$ cat config.mk
export PLATFORM = sky130hd
export DESIGN_NAME = seq_110110_gen_flat
export DESIGN_NICKNAME = d
export VERILOG_FILES = /design/src/rtl/seq_pkg.sv /design/src/rtl/seq_110110_gen_if.sv /design/src/rtl/seq_piso.sv /design/src/rtl/seq_110110_gen.sv /design/src/flat_wrapper.sv
export SDC_FILE = /design/constraint.sdc
export NUM_CORES = 1
export LEC_CHECK = 0
export CAP_MARGIN = 20
export CORE_MARGIN = 3
export CORE_UTILIZATION = 35
export DETAILED_ROUTE_END_ITERATION = 7
export PLACE_DENSITY = 0.6
export SETUP_SLACK_MARGIN = 0.15
export SLEW_MARGIN = 10
export SYNTH_ARGS = -nofsm -noshare
export SYNTH_HDL_FRONTEND = slang
export SYNTH_SLANG_ARGS = --single-unit
$ cat constraint.sdc
create_clock -name i_clk -period 3.15 [get_ports i_clk]
set_clock_uncertainty 0.05 [all_clocks]
set_input_delay 0.4725 -clock i_clk [delete_from_list [all_inputs] [get_ports i_clk]]
set_output_delay 0.4725 -clock i_clk [all_outputs]
set_load 0.1 [all_outputs]
$ cat src/rtl/seq_pkg.sv
// Shared constants and FSM state type for the 110110 pattern generator and detector.
package seq_pkg;

    localparam int unsigned PAT_LEN = 6;
    localparam logic [PAT_LEN-1:0] DEFAULT_PAT = 6'b110110;
    localparam int unsigned FRAME_W = 4;
    localparam int unsigned GAP_W = 3;

    typedef enum logic [1:0] {
        StIdle,
        StShift,
        StGap,
        StDone
    } seq_state_e;

    // A frame count of zero still sends one frame.
    function automatic logic [FRAME_W-1:0] frames_eff(input logic [FRAME_W-1:0] cnt);
        return (cnt == '0) ? FRAME_W'(1) : cnt;
    endfunction

endpackage

$ cat src/rtl/seq_110110_gen_if.sv
// Control and serial-output bundle of the pattern generator.
interface seq_110110_gen_if #(
    parameter int unsigned PAT_LEN = 6
);
    import seq_pkg::*;

    logic               start;
    logic               abort;
    logic               use_default;
    logic [PAT_LEN-1:0] pattern;
    logic [FRAME_W-1:0] repeat_cnt;
    logic [GAP_W-1:0]   gap;
    logic               out;
    logic               valid;
    logic               busy;
    logic               done;

    modport master (
        output start, abort, use_default, pattern, repeat_cnt, gap,
        input  out, valid, busy, done
    );

    modport slave (
        input  start, abort, use_default, pattern, repeat_cnt, gap,
        output out, valid, busy, done
    );

endinterface

$ cat src/rtl/seq_piso.sv
// Parallel-in serial-out shift register; MSB is the serial output, zeros shift in.
module seq_piso #(
    parameter int unsigned WIDTH = 6
) (
    input  logic             i_clk,
    input  logic             i_reset,
    input  logic             i_clear,
    input  logic             i_load,
    input  logic             i_shift,
    input  logic [WIDTH-1:0] i_data,
    output logic             o_msb
);

    logic [WIDTH-1:0] r_sr;

    always_ff @(posedge i_clk) begin
        if (i_reset || i_clear) begin
            r_sr <= '0;
        end else if (i_load) begin
            r_sr <= i_data;
        end else if (i_shift) begin
            r_sr <= {r_sr[WIDTH-2:0], 1'b0};
        end
    end

    assign o_msb = r_sr[WIDTH-1];

endmodule

$ cat src/rtl/seq_110110_gen.sv
// Framed serial pattern generator: repeats a latched pattern with optional idle gaps.
module seq_110110_gen #(
    parameter int unsigned        PAT_LEN     = seq_pkg::PAT_LEN,
    parameter logic [PAT_LEN-1:0] DEFAULT_PAT = seq_pkg::DEFAULT_PAT
) (
    input  logic                  i_clk,
    input  logic                  i_reset,
    seq_110110_gen_if.slave       bus
);
    import seq_pkg::*;

    localparam int unsigned     CNT_W    = (PAT_LEN > 1) ? $clog2(PAT_LEN) : 1;
    localparam logic [CNT_W-1:0] LAST_BIT = CNT_W'(PAT_LEN - 1);

    seq_state_e         r_state;
    logic [PAT_LEN-1:0] r_pat;
    logic [FRAME_W-1:0] r_frames;
    logic [GAP_W-1:0]   r_gap;
    logic [GAP_W-1:0]   r_gap_cnt;
    logic [CNT_W-1:0]   r_bit_cnt;
    logic               r_valid;
    logic               r_busy;
    logic               r_done;

    logic               w_start;
    logic               w_last_bit;
    logic               w_more;
    logic               w_reload;
    logic               w_load;
    logic               w_shift;
    logic               w_clear;
    logic [PAT_LEN-1:0] w_sel_pat;
    logic [PAT_LEN-1:0] w_load_data;
    logic               w_msb;

    assign w_sel_pat   = bus.use_default ? DEFAULT_PAT : bus.pattern;
    assign w_start     = (r_state == StIdle) && bus.start && !bus.abort;
    assign w_last_bit  = (r_state == StShift) && (r_bit_cnt == LAST_BIT);
    assign w_more      = r_frames > FRAME_W'(1);
    // Next frame's MSB must be on out in the cycle after the last bit or the last gap cycle.
    assign w_reload    = (w_last_bit && w_more && (r_gap == '0))
                       || ((r_state == StGap) && (r_gap_cnt == GAP_W'(1)));
    assign w_clear     = bus.abort;
    assign w_load      = w_start || w_reload;
    assign w_load_data = w_start ? w_sel_pat : r_pat;
    assign w_shift     = (r_state == StShift);

    seq_piso #(
        .WIDTH (PAT_LEN)
    ) u_piso (
        .i_clk   (i_clk),
        .i_reset (i_reset),
        .i_clear (w_clear),
        .i_load  (w_load),
        .i_shift (w_shift),
        .i_data  (w_load_data),
        .o_msb   (w_msb)
    );

    always_ff @(posedge i_clk) begin
        if (i_reset) begin
            r_state   <= StIdle;
            r_pat     <= '0;
            r_frames  <= '0;
            r_gap     <= '0;
            r_gap_cnt <= '0;
            r_bit_cnt <= '0;
            r_valid   <= 1'b0;
            r_busy    <= 1'b0;
            r_done    <= 1'b0;
        end else begin
            r_done <= 1'b0;
            case (r_state)
                StIdle: begin
                    if (w_start) begin
                        r_pat     <= w_sel_pat;
                        r_frames  <= frames_eff(bus.repeat_cnt);
                        r_gap     <= bus.gap;
                        r_bit_cnt <= '0;
                        r_valid   <= 1'b1;
                        r_busy    <= 1'b1;
                        r_state   <= StShift;
                    end
                end
                StShift: begin
                    if (bus.abort) begin
                        r_valid <= 1'b0;
                        r_busy  <= 1'b0;
                        r_state <= StIdle;
                    end else if (w_last_bit) begin
                        if (w_more) begin
                            r_frames  <= r_frames - FRAME_W'(1);
                            r_bit_cnt <= '0;
                            if (r_gap != '0) begin
                                r_gap_cnt <= r_gap;
                                r_valid   <= 1'b0;
                                r_state   <= StGap;
                            end
                        end else begin
                            r_valid <= 1'b0;
                            r_busy  <= 1'b0;
                            r_done  <= 1'b1;
                            r_state <= StDone;
                        end
                    end else begin
                        r_bit_cnt <= r_bit_cnt + CNT_W'(1);
                    end
                end
                StGap: begin
                    if (bus.abort) begin
                        r_busy  <= 1'b0;
                        r_state <= StIdle;
                    end else if (r_gap_cnt == GAP_W'(1)) begin
                        r_bit_cnt <= '0;
                        r_valid   <= 1'b1;
                        r_state   <= StShift;
                    end else begin
                        r_gap_cnt <= r_gap_cnt - GAP_W'(1);
                    end
                end
                StDone: begin
                    r_state <= StIdle;
                end
                default: begin
                    r_valid <= 1'b0;
                    r_busy  <= 1'b0;
                    r_state <= StIdle;
                end
            endcase
        end
    end

    assign bus.out   = w_msb;
    assign bus.valid = r_valid;
    assign bus.busy  = r_busy;
    assign bus.done  = r_done;

endmodule

$ cat src/flat_wrapper.sv
// flat-port wrapper written by rule: the top's interface ports become plain ports
module seq_110110_gen_flat import seq_pkg::*;
#(
    parameter int unsigned        PAT_LEN     = seq_pkg::PAT_LEN,
    parameter logic [PAT_LEN-1:0] DEFAULT_PAT = seq_pkg::DEFAULT_PAT
)
  (i_clk, i_reset, bus_start, bus_abort, bus_use_default, bus_pattern, bus_repeat_cnt, bus_gap, bus_out, bus_valid, bus_busy, bus_done);
  seq_110110_gen_if #(.PAT_LEN(PAT_LEN)) bus_i ();
  input  logic i_clk;
  input  logic i_reset;
  input wire logic [$bits(bus_i.start)-1:0] bus_start;
  input wire logic [$bits(bus_i.abort)-1:0] bus_abort;
  input wire logic [$bits(bus_i.use_default)-1:0] bus_use_default;
  input wire logic [$bits(bus_i.pattern)-1:0] bus_pattern;
  input wire logic [$bits(bus_i.repeat_cnt)-1:0] bus_repeat_cnt;
  input wire logic [$bits(bus_i.gap)-1:0] bus_gap;
  output wire logic [$bits(bus_i.out)-1:0] bus_out;
  output wire logic [$bits(bus_i.valid)-1:0] bus_valid;
  output wire logic [$bits(bus_i.busy)-1:0] bus_busy;
  output wire logic [$bits(bus_i.done)-1:0] bus_done;
  assign bus_i.start = bus_start;
  assign bus_i.abort = bus_abort;
  assign bus_i.use_default = bus_use_default;
  assign bus_i.pattern = bus_pattern;
  assign bus_i.repeat_cnt = bus_repeat_cnt;
  assign bus_i.gap = bus_gap;
  assign bus_out = bus_i.out;
  assign bus_valid = bus_i.valid;
  assign bus_busy = bus_i.busy;
  assign bus_done = bus_i.done;
  seq_110110_gen #(.PAT_LEN(PAT_LEN), .DEFAULT_PAT(DEFAULT_PAT)) u_core (.i_clk(i_clk), .i_reset(i_reset), .bus(bus_i));
endmodule
==> results.ini, run 1 <==
[run_status]
status=finished clean

[critical_path]
critPathCaptureType=flop
critPathLaunchType=input pin
required_ns=3.32
arrival_ns=2.45
worstSetupPathType=in2reg
cp_max_fo=12

[yosys]
synth_top_area_share_pct=36.0
syn_inst=199
yosysSeqAreaShare_pct=36.0
async_reset_ff_share_pct=0
syn_area_um2=1670
yosys-top-cells-area=dfxtp_1 (36%), ha_1 (8.3%), mux2i_1 (6.6%)
yosysWarnings=0
yosysMostFrequentCell=dfxtp_1
synth_fp_nets=228
synth-seq-cells=30
synthTopCellsByCount=dfxtp_1 (30), nor2_1 (28), a21oi_1 (19)
synth_top_area_cell=dfxtp_1
ys_types=40
synth-edff-count=0
avgSynthCellArea_um2=8.37
synth_ff_type=dfxtp_1

[timing]
fin_crit_ns=2.28
fin_setup_tns_ns=0
tightest_slew_ns=0.595
max_freq_mhz=439
relSlewSlack_pct=60.2
rsz0062_at_grt=false
fin_hold_ws_ns=0.403
finalSetupViolations=0
drv_slew=0
period_share_pct=72.4
hold_viol=0

[power]
clkPwrFrac_pct=27.5
power.leakage_uw=0.000790
swShare_pct=35.1
switchingPower_uw=402
power_per_cell_area_nw_per_um2=570
p_comb_share_pct=34.4
vdd_drop_max_uv=306
pwr-share-seq_pct=38.1
p_int_uw=745

[routing]
finalWirelength_mm=3.40
vias=1415
post-route-drc-count=0
drt-initial-drc-count=61
drt_first_pass_iters=4
viasPerCell=5.18
drt-wirelength-per-cell_um=12.4
drtAntennaViolNets=0

[final_layout]
ff_latch_area_um2=601
diodes=0
drive_gt1_share_pct=11.3
design_area_um2=2010
area_delta_synth_final_pct=20.7
multiInputGateArea_um2=976
nFillCells=452
nets=249

[clock_tree]
root_buffer=clkbuf_8
htreeDepth=2
clk_latency_ns=0.28
clock_sinks=30
cts_resized=0
post_cts_buffers=0
holdBufCountCts=0
path_clk_slew_ns=0.06
cts_buffers=5
cts_max_path_buffers=2
tritoncts=yes

[job]
drv_cap=0

[global_routing]
grt_max_degree=28
grt_pass1_vias=1337
grt_pass1_wl_mm=6.07
grt-ovfl-total=0
grt.total_usage_pct=14.1
antenna_found_initial=0

[min_path]
min_path_type=reg2reg

[floorplanning]
std_cell_rows=24
core-area_um2=4470
die_area_um2=5630
die_y_um=75.0
initial_core_util_pct=37.2
io_pins=22
chipWidth_um=75.0

[placement]
hpwl_mm=2.52
routabilityCongestion=0.782
postPlaceCellArea_um2=1920
portBuffers=21

## through the flow
stage                     worst slack (ns)  cells  utilization [%]  power [uW]
after floorplan                       1.21    199                -         742
after global placement               0.656    265             42.9         842
after detailed placement             0.594    265             42.9         842
after CTS                            0.890    273             45.0        1160
after global routing                 0.704    273             45.0        1230
final                                0.870    273             45.0        1150
## logic make-up (layout without fill, tap and decap cells)
| logic type | after synthesis | count (layout) | share of synthesized area [%] |
|---|---|---|---|
| DFF | 30 | 30 | 36.0 |
| buffers and inverters | 23 | 45 | 5.41 |
| AOI/OAI and AO/OA | 49 | 49 | 21.1 |
| and+or+nand+nor | 73 | 73 | 21.2 |
| adders and majority gates | 11 | 11 | 8.26 |
| muxes | 13 | 13 | 7.96 |
## layout make-up
cell class,count,area share (%)
clock buffer,7,4.29
clock inverter,1,0.249
inverter,11,2.05
multi-input combinational,146,48.5
sequential,30,29.9
tap,52,3.23
timing repair buffer,26,11.8
## per-layer routing
layer / GRT usage (%) / vias up / part of all wire [%]
met5: 0 / - / 0
met4: 6.52 / 0 / 1.9
met3: 4.01 / 7 / 3.9
met2: 20.3 / 19 / 41
met1: 19.4 / 654 / 53
li1: - / 735 / -
## state kept, by name, summed over array words and instances (netlist names)
signal / flops
u_core.bus.busy: 1
u_core.bus.done: 1
u_core.r_frames: 4
u_core.r_pat: 6
u_core.bus.valid: 1
u_core.r_gap_cnt: 3
u_core.u_piso.r_sr: 6
u_core.r_gap: 3
u_core.r_bit_cnt: 3
u_core.r_state: 2
## worst max-delay path, stage by stage
cell,delay (ns)
clkdlybuf4s50_1,0.60
or3b_1,0.46
a21oi_2,0.19
o2111ai_2,0.20
or3_1,0.39
a21oi_1,0.14
## placed cells by master, fill, tap and decap left out, types with 3 or more instances in the layout
cell             Yosys  layout
inv_1               11      11
nor2_1              28      28
nand2_1             12      12
a21oi_1             19      19
nand3_1              3       3
or3_1                5       5
mux2i_1             11      11
nor3_1               6       6
clkbuf_8             0       6
clkdlybuf4s50_1      0      17
ha_1                11      11
nor2b_1              7       7
buf_4                0       9
nand2b_1             3       3
dfxtp_1             30      30
o21ai_0              4       4
a211oi_1             8       8
## worst paths after layout
| check | to | slack [ns] | depth (start not counted) | start |
|---|---|---|---|---|
| worst min-delay path | u_core.r_gap_cnt[1] | 0.40 | 2 | u_core.r_gap_cnt[1] |
| worst max-delay path | u_core.r_bit_cnt[2] | 0.87 | 6 | bus_abort |
| worst min register to register | u_core.r_gap_cnt[1] | 0.40 | 2 | u_core.r_gap_cnt[1] |
| worst max register to register | u_core.r_frames[0] | 0.92 | 7 | u_core.r_state[1] |
## power by group through the flow
stage / clock network, uW / logic, uW / registers (uW)
after CTS: 328 / 398 / 437
after global placement: 0 / 396 / 446
final: 315 / 395 / 437
after detailed placement: 0 / 397 / 446
after floorplan: 0 / 250 / 493
after global routing: 351 / 441 / 443
Note: power is estimated with default switching activity, not from simulation.
==> inputs of run 2 (changes only) <==
PLACE_DENSITY = 0.62   (was 0.6)
clock period = 1.86 ns   (was 3.15 ns; I/O delays follow)
==> results.ini, run 2 (synthesized netlist as in run 1, its figures left out) <==
[global_routing]
met3_usage_pct=3.60  ; -0.40 points
met2_usage_pct=23.8  ; +3.5 points
use_met1_pct=19.3  ; -0.095 points
grt.total_usage_pct=15.1  ; +1.0 points
grt_pass1_vias=1424  ; +6.5%
grt-ovfl-total=0  ; unchanged
grt_max_degree=27  ; -3.6%
grt_pass1_wl_mm=6.52  ; +7.5%
antenna_found_initial=0  ; unchanged
top_usage_layer=met2

[critical_path]
critPathLaunchType=flop
cp_max_fo=2  ; -10
worstSetupPathType=reg2reg
rrSetupSlack_ns=0.009  ; -0.91 ns
arrival_ns=1.98  ; -0.47 ns
critPathCaptureType=flop
required_ns=1.99  ; -1.33 ns

[timing]
tightest_slew_ns=0.489  ; -0.106 ns
period_share_pct=99.5
finalSetupViolations=0  ; unchanged
drv_slew=0  ; unchanged
hold_viol=0  ; unchanged
fin_setup_tns_ns=0  ; unchanged
fin_crit_ns=1.85
rsz0062_at_grt=true
relSlewSlack_pct=67.3  ; +7.1 points
worst_slack_ns=0.00927  ; -0.861 ns
max_freq_mhz=540

[routing]
finalWirelength_mm=4.14  ; +22%
post-route-drc-count=0  ; unchanged
drt_first_pass_iters=4  ; unchanged
viasPerCell=5.15  ; -0.66%
drtAntennaViolNets=0  ; unchanged
drt-wirelength-per-cell_um=13.7  ; +10%
drt-initial-drc-count=43  ; -30%
vias=1555  ; +9.9%

[placement]
routabilityCongestion=0.759  ; -3.0%
post-place-cells=280  ; +5.7%
hpwl_mm=2.78  ; +10%
portBuffers=21  ; unchanged
pre_cts_ws_ns=-0.221  ; -0.816 ns

[run_status]
status=finished clean

[final_layout]
fin_cells=302  ; +11%
layout_common_cells=buf_4 (32), nor2_1 (25), dfxtp_1 (22)
nFillCells=405  ; -10%
drive_gt1_share_pct=37.2  ; +26 points
area_delta_synth_final_pct=49.6
nets=278  ; +12%
diodes=0  ; unchanged
final_common_cell=buf_4
top_regs=u_core.r_pat x6, u_core.u_piso.r_sr x6, u_core.r_frames x4

[power]
vdd_drop_max_uv=464  ; +52%
power.leakage_uw=0.000982  ; +24%
power_per_cell_area_nw_per_um2=899  ; +58%

[floorplanning]
initial_core_util_pct=37.2  ; unchanged
core-area_um2=4470  ; unchanged
std_cell_rows=24  ; unchanged
die_area_um2=5630  ; unchanged
chipWidth_um=75.0  ; unchanged
io_pins=22  ; unchanged
die_y_um=75.0  ; unchanged

[clock_tree]
htreeDepth=2  ; unchanged
cts_buffers=5  ; unchanged
clk_latency_ns=0.28  ; about the same
cts_max_path_buffers=2  ; unchanged
tritoncts=yes
clock_sinks=30  ; unchanged
root_buffer=clkbuf_8
path_clk_slew_ns=0.07  ; about the same
holdBufCountCts=0  ; unchanged

[job]
drv_cap=0  ; unchanged

[min_path]
min_path_type=reg2reg

==> run 2: changes by cell type in the layout (fill, tap and decap cells not counted), sizes merged <==
| cell | delta |
|---|---|
| buf | +29 |
| clkdlybuf4s50 | -1 |
| dlymetal6s2s | +1 |
==> run 2: worst paths after layout <==
| check | from | endpoint | cells after the start |
|---|---|---|---|
| max | u_core.r_gap_cnt[1] | u_core.bus.valid | 10 |
| min | u_core.r_gap_cnt[1] | u_core.r_gap_cnt[1] | 2 |
| max reg2reg | u_core.r_gap_cnt[1] | u_core.bus.valid | 10 |
| min reg2reg | u_core.r_gap_cnt[1] | u_core.r_gap_cnt[1] | 2 |
==> run 2: per-layer routing <==
metal,vias up,wire [um]
li1,796,-
met5,-,0
met3,6,133
met4,0,79
met2,25,2010
met1,728,1910
==> run 2: layout make-up <==
type / count / area (um2) / area share, %
Clock buffer: 7 / 86.3 / 3.46
Clock inverter: 1 / 5.00 / 0.201
Inverter: 11 / 46.3 / 1.86
Multi-Input combinational cell: 146 / 1180 / 47.2
Sequential cell: 30 / 616 / 24.7
Tap cell: 52 / 65.1 / 2.61
Timing Repair Buffer: 55 / 498 / 20.0
==> run 2: power by group <==
part	switching (uW)	total, uW	leakage, uW	internal (uW)
clock	247	545	0.0000482	298
sequential	49.1	756	0.000248	707
combinational	500	940	0.000685	440
total	796	2240	0.000982	1440
==> run 2: worst max-delay path, stage by stage (launching register included) <==
cell,delay (ns)
dfxtp_2,0.32
inv_2,0.07
ha_4,0.12
or3b_1,0.35
a21oi_2,0.19
buf_4,0.14
buf_4,0.09
buf_4,0.09
nand3_1,0.10
mux2i_1,0.18
nor2_1,0.05
==> run 2: through the flow <==
stage	power, uW	util (%)	instance area [um2]	hold slack, ns
final	2240	55.7	2490	0.421
after global routing	2380	55.7	2490	0.442
after CTS	2180	53.0	2370	0.417
after detailed placement	1540	47.5	2120	0.405
after global placement	1540	47.5	2120	0.392
after floorplan	1320	-	1740	0.373
==> run 2: what timing repair did <==
item | 4_1_cts | 5_1_grt
setup endpoints to repair | 20 | 21
buffers inserted | 11 | 3
pin swaps | 9 | 12
gates resized for setup | 17 | 27
